### config.mk
export PLATFORM = sky130hd
export DESIGN_NAME = sha2_pad
export DESIGN_NICKNAME = d
export VERILOG_FILES = /design/src/rtl/sha2_pad.sv
export SDC_FILE = /design/constraint.sdc
export NUM_CORES = 2
export LEC_CHECK = 0
export ABC_CLOCK_PERIOD_IN_PS = 30200
export BUFFER_PORTS_ARGS = -buffer_cell sky130_fd_sc_hd__clkbuf_2
export CAP_MARGIN = 20
export CORE_AREA = 2 2 482 484
export CTS_CLUSTER_SIZE = 40
export DETAILED_ROUTE_END_ITERATION = 12
export DIE_AREA = 0 0 484 486
export GPL_TIMING_DRIVEN = 0
export PLACE_DENSITY = 0.42
export SYNTH_ARGS = -nofsm -noshare
export SYNTH_HDL_FRONTEND = slang
export SYNTH_SLANG_ARGS = --single-unit
### constraint.sdc
create_clock -name aclk -period 30.2 [get_ports aclk]
set_clock_uncertainty 0.1 [all_clocks]
set_input_delay 6.04 -clock aclk [delete_from_list [all_inputs] [get_ports aclk]]
set_output_delay 6.04 -clock aclk [all_outputs]
set_load 0.02 [all_outputs]
### src/rtl/sha2_pad.sv
// sha2_pad: SHA-256 message padder. Turns a byte-granular 512-bit AXI4-Stream
// message into whole 512-bit blocks carrying 0x80, zero fill and the 64-bit bit length.
module sha2_pad #(
    parameter int ID_BITS  = 8,
    parameter int CNT_BITS = 61
) (
    input  logic               aclk,
    input  logic               areset,
    input  logic [511:0]       s_tdata,
    input  logic [63:0]        s_tkeep,
    input  logic [ID_BITS-1:0] s_tid,
    input  logic               s_tlast,
    input  logic               s_tvalid,
    output logic               s_tready,
    output logic [511:0]       m_tdata,
    output logic [63:0]        m_tkeep,
    output logic [ID_BITS-1:0] m_tid,
    output logic               m_tlast,
    output logic               m_tvalid,
    input  logic               m_tready,
    output logic               msg_done,
    output logic [63:0]        msg_len_bits,
    output logic               dbg_state
);

    // Handshake: a transfer happens on a rising edge with valid && ready; valid never
    // waits for ready, and a presented payload holds until it is taken.
    typedef enum logic {
        PASS  = 1'b0,
        EXTRA = 1'b1
    } state_t;

    state_t                state;
    state_t                state_next;
    logic [CNT_BITS-1:0]   count;
    logic [511:0]          pend_data;
    logic [ID_BITS-1:0]    pend_tid;
    logic [63:0]           slot_len;
    logic                  slot_free;
    logic                  accept;
    logic                  load_pend;
    logic [6:0]            keep_cnt;
    logic [CNT_BITS-1:0]   total;
    logic [CNT_BITS+2:0]   total_bits;
    logic [63:0]           len_bits;
    logic [511:0]          last_data;
    logic [511:0]          pend_build;

    assign slot_free  = !m_tvalid || m_tready;
    assign m_tkeep    = '1;
    assign dbg_state  = (state == EXTRA);
    assign total      = count + CNT_BITS'(keep_cnt);
    assign total_bits = {total, 3'b000};
    assign len_bits   = 64'(total_bits);

    always_comb begin
        keep_cnt = '0;
        for (int k = 0; k < 64; k++) begin
            keep_cnt = keep_cnt + {6'd0, s_tkeep[k]};
        end
    end

    // Final-beat block and the block that follows it; lanes at or above the
    // byte count never carry s_tdata.
    always_comb begin
        last_data  = '0;
        pend_build = '0;
        for (int k = 0; k < 64; k++) begin
            if (7'(k) < keep_cnt) begin
                last_data[8*k +: 8] = s_tdata[8*k +: 8];
            end else if (7'(k) == keep_cnt) begin
                last_data[8*k +: 8] = 8'h80;
            end
        end
        for (int j = 0; j < 8; j++) begin
            if (keep_cnt <= 7'd55) begin
                last_data[8*(56+j) +: 8] = len_bits[8*(7-j) +: 8];
            end
            pend_build[8*(56+j) +: 8] = len_bits[8*(7-j) +: 8];
        end
        if (keep_cnt == 7'd64) begin
            pend_build[7:0] = 8'h80;
        end
    end

    always_comb begin
        state_next = state;
        s_tready   = 1'b0;
        accept     = 1'b0;
        load_pend  = 1'b0;
        case (state)
            PASS: begin
                s_tready = slot_free;
                accept   = s_tvalid && slot_free;
                if (accept && s_tlast && keep_cnt >= 7'd56) begin
                    state_next = EXTRA;
                end
            end
            EXTRA: begin
                if (slot_free) begin
                    load_pend  = 1'b1;
                    state_next = PASS;
                end
            end
            default: state_next = PASS;
        endcase
    end

    always_ff @(posedge aclk or posedge areset) begin
        if (areset) begin
            state <= PASS;
        end else begin
            state <= state_next;
        end
    end

    always_ff @(posedge aclk or posedge areset) begin
        if (areset) begin
            count        <= '0;
            m_tvalid     <= 1'b0;
            m_tlast      <= 1'b0;
            m_tdata      <= '0;
            m_tid        <= '0;
            pend_data    <= '0;
            pend_tid     <= '0;
            slot_len     <= '0;
            msg_done     <= 1'b0;
            msg_len_bits <= '0;
        end else begin
            msg_done <= m_tvalid && m_tready && m_tlast;
            if (m_tvalid && m_tready && m_tlast) begin
                msg_len_bits <= slot_len;
            end
            if (accept) begin
                m_tvalid <= 1'b1;
                m_tid    <= s_tid;
                if (s_tlast) begin
                    m_tdata   <= last_data;
                    m_tlast   <= (keep_cnt <= 7'd55);
                    slot_len  <= len_bits;
                    count     <= '0;
                    pend_data <= pend_build;
                    pend_tid  <= s_tid;
                end else begin
                    m_tdata <= s_tdata;
                    m_tlast <= 1'b0;
                    count   <= count + CNT_BITS'(64);
                end
            end else if (load_pend) begin
                // slot_len already holds this message's length from the last beat
                m_tvalid <= 1'b1;
                m_tdata  <= pend_data;
                m_tid    <= pend_tid;
                m_tlast  <= 1'b1;
            end else if (m_tready) begin
                m_tvalid <= 1'b0;
            end
        end
    end

endmodule

==> summary.md <==
| Metric | Value |
|---|---|
| Critical path's slowest cell | `nor4_1` |
| H-tree depth | `3` |
| Number of enable flip-flop cells after synthesis | `0` |
| First-pass GRT wire length | `308000 um` |
| Met2 WL post-DR | `105000 um` |
| CTS tree | `built` |
| Final WS setup | `15730 ps` |
| Initial DRC Count | `3077` |
| Synth area leaders | `dfrtp_1 (56%), a22o_1 (11%), nand2_1 (3.5%)` |
| Maximum clock rate | `0.0691 GHz` |
| PortBufs | `1173` |
| Cell row count | `176` |
| Primary FF master, synth | `dfrtp_1` |
| Detailed-route DRC error count | `0` |
| Synth unique cells | `73` |
| Slew headroom | `15.6%` |
| R2r worst-path depth | `7` |
| Fill cells | `25.5k` |
| XOR/XNOR Fraction of Synth Area | `2.80%` |
| Post-layout net count | `4852` |
| Max_cap viols | `0` |
| Largest family of logic cells by synthesized area | `compound AO/OA/AOI/OAI gates` |
| Syn Inst Count | `2812` |
| Gr ovfl total | `0` |
| Proportion of layout cells with a drive suffix above 1 | `37.0%` |
| Final period util | `47.9%` |
| CTS resizes | `0` |
| HP Class | `reg -> reg` |
| Final estimated routing congestion in global placement | `1.10` |
| Synth Area per Inst | `11.2 um2` |
| Post-CTS Setup Bufs | `0` |
| Synth Area in Compound Gates | `19.2%` |
| Die W | `484 um` |
| WL met1 | `97200 um` |
| Clock root cell | `clkbuf_16` |
| Reg2reg setup slack | `25510 ps` |
| Simple-gate share of the synthesized area | `10.6%` |
| Final Critical Period | `14470 ps` |
| Synth cell count leaders | `dfrtp_1 (710), a22o_1 (412), nand2_1 (293)` |
| Die Y | `486 um` |
| RSZ-0062 raised after global routing | `false` |
| Fin. max-slew vios | `0` |
| Core Box Area | `229000 um2` |
| Status | `complete, no violations` |
| Post-Route WL | `240000 um` |
| Worst-Margin Slew | `1260 ps` |
| Effective utilization at floorplan | `13.8%` |
| Adder-cell share of the synthesized area | `4.13%` |
| Setup WS pre-CTS | `14980 ps` |
| Placed inst area | `42300 um2` |
| Yosys top cell area share | `56.2%` |
| Crit. End Element | `flip-flop` |
| All-layer global routing usage | `19.7%` |
| Final HPWL DP | `203000 um` |
| Cell area after layout | `45700 um2` |
| Max Used Layer | `met5` |
| Hold Path Sink | `m_tdata[255]` |
| Pin count of the biggest net entering global routing | `119` |
| Max Buffers Root-to-Sink | `3` |
| Pre-antenna DRT Iters | `6` |
| Synth warn | `0` |
| Asr flop ratio synth | `100%` |
| Latest clock arrival within the worst-skew pair | `780 ps` |
| Vias in the first global route | `30.6k` |
| Most numerous cell in the Yosys netlist | `dfrtp_1` |
| Via count | `31.1k` |
| Crit path max fanout | `9` |
| Hold Path Stages | `2` |
| Clock transition at the registers of the reported paths | `60 ps` |
| Die area | `235000 um2` |
| Wirelength per Cell | `32.7 um` |
| Top cell by count, worst path | `fa_1` |
| CTS buffer count | `93` |
| Worst r2r dst | `m_tdata[263]` |
| Crit path arrival time | `15010 ps` |
| CP Class | `in -> reg` |
| Via density | `4.23` |
| CP peak stage delay | `670 ps` |
| Hold-fix buffers, CTS | `0` |
| Io pins | `1242` |
| Hold Crit Start | `m_tdata[255]` |
| Cell taking the most area after synthesis | `dfrtp_1` |
| Antenna Nets Post-Route | `0` |
| Reg-to-Reg Start | `m_tvalid` |
| Met3 routed wirelength | `24300 um` |
| Final setup viols | `0` |
| Post-synthesis mux area share | `2.31%` |
| Initial antenna violation count | `123` |
| P&R area growth vs syn | `44.4%` |
| Register area share after synthesis | `56.2%` |
| Hold Slack | `372 ps` |
| Fin. Hold Viols | `0` |
| Seq cells post-synth | `710` |
| Required time of the worst setup path | `30740 ps` |
| Clk sink count | `710` |
| Mapped cell area | `31600 um2` |
| CP Launch Type | `primary input` |
cell families after synthesis:
logic type                 Yosys count
and+or+nand+nor                    757
xor gates and xnor gates           101
other                                2
DFF                                710
buffers and inverters              316
adders and majority gates           72
AOI/OAI and AO/OA                  789
muxes                               65
layer usage:
metal,vias to the layer above,track usage (%)
met3,417,6.97
met5,-,0
met1,15800,24.5
li1,12800,-
met2,1908,29.8
met4,66,9.80
area by class of cell:
class | count | area, um2 | area share, %
Tap cell | 3026 | 3790 | 8.29
Clock buffer | 134 | 2750 | 6.03
Sequential cell | 710 | 17800 | 38.9
Buffer | 231 | 1170 | 2.57
Inverter | 85 | 327 | 0.715
Multi-Input combinational cell | 1852 | 12700 | 27.8
Clock inverter | 37 | 480 | 1.05
Timing Repair Buffer | 1218 | 6540 | 14.3
Antenna cell | 48 | 120 | 0.263
worst max-delay path by stage:
stage	from	endpoint	slack [ps]	cells after the start
2_1_floorplan	areset	count[10]	4150	1
3_3_place_gp	areset	m_tdata[382]	-6890	2
3_5_place_dp	s_tkeep[55]	m_tdata[452]	14980	31
4_1_cts	s_tkeep[55]	m_tdata[452]	15810	31
5_1_grt	s_tkeep[55]	m_tdata[452]	15350	31
6_report	s_tkeep[55]	m_tdata[452]	15730	31
stage by stage:
step | instances | setup TNS (ps) | util [%]
floorplan | 2878 | 0 | -
global placement | 7077 | -4665780 | 18.1
detailed placement | 7120 | 0 | 18.4
CTS | 7291 | 0 | 19.8
global route | 7314 | 0 | 19.9
finish | 7341 | 0 | 19.9
state kept, by name, indices dropped and copies added, names as in the netlist:
register and flops:
pend_tid 8, m_tlast 1, slot_len 60, m_tid 8, count 55, pend_data 2
dbg_state 1, m_tdata 512, msg_len_bits 61, m_tvalid 1, msg_done 1
critical path, delay by kind of cell:
family | cells | cell delay (ps)
fa+ha+maj | 11 | 4570
simple gates | 7 | 2630
compound gates | 4 | 850
buf+inv | 8 | 700
xor+xnor | 1 | 190
cells in the final DEF, fill, tap and decap left out, types with 17 or more instances in the layout:
| master | n |
|---|---|
| clkbuf_2 | 1178 |
| dfrtp_1 | 710 |
| a22o_1 | 412 |
| nand2_1 | 293 |
| nor2_1 | 228 |
| clkbuf_1 | 148 |
| clkbuf_16 | 93 |
| o21ai_0 | 91 |
| inv_1 | 83 |
| a21oi_1 | 82 |
| buf_4 | 80 |
| conb_1 | 68 |
| nor3_1 | 65 |
| mux2_2 | 63 |
| fa_1 | 54 |
| xnor2_1 | 52 |
| nand3_1 | 49 |
| xor2_1 | 49 |
| diode_2 | 48 |
| a221oi_1 | 32 |
| clkbuf_8 | 27 |
| a31oi_1 | 25 |
| nand4_1 | 22 |
| or3_1 | 18 |
| ha_1 | 18 |
| and3_1 | 17 |
| buf_8 | 17 |
Power is not shown: default switching activity piles up to over one toggle a cycle in this logic, so the estimate is an artifact.
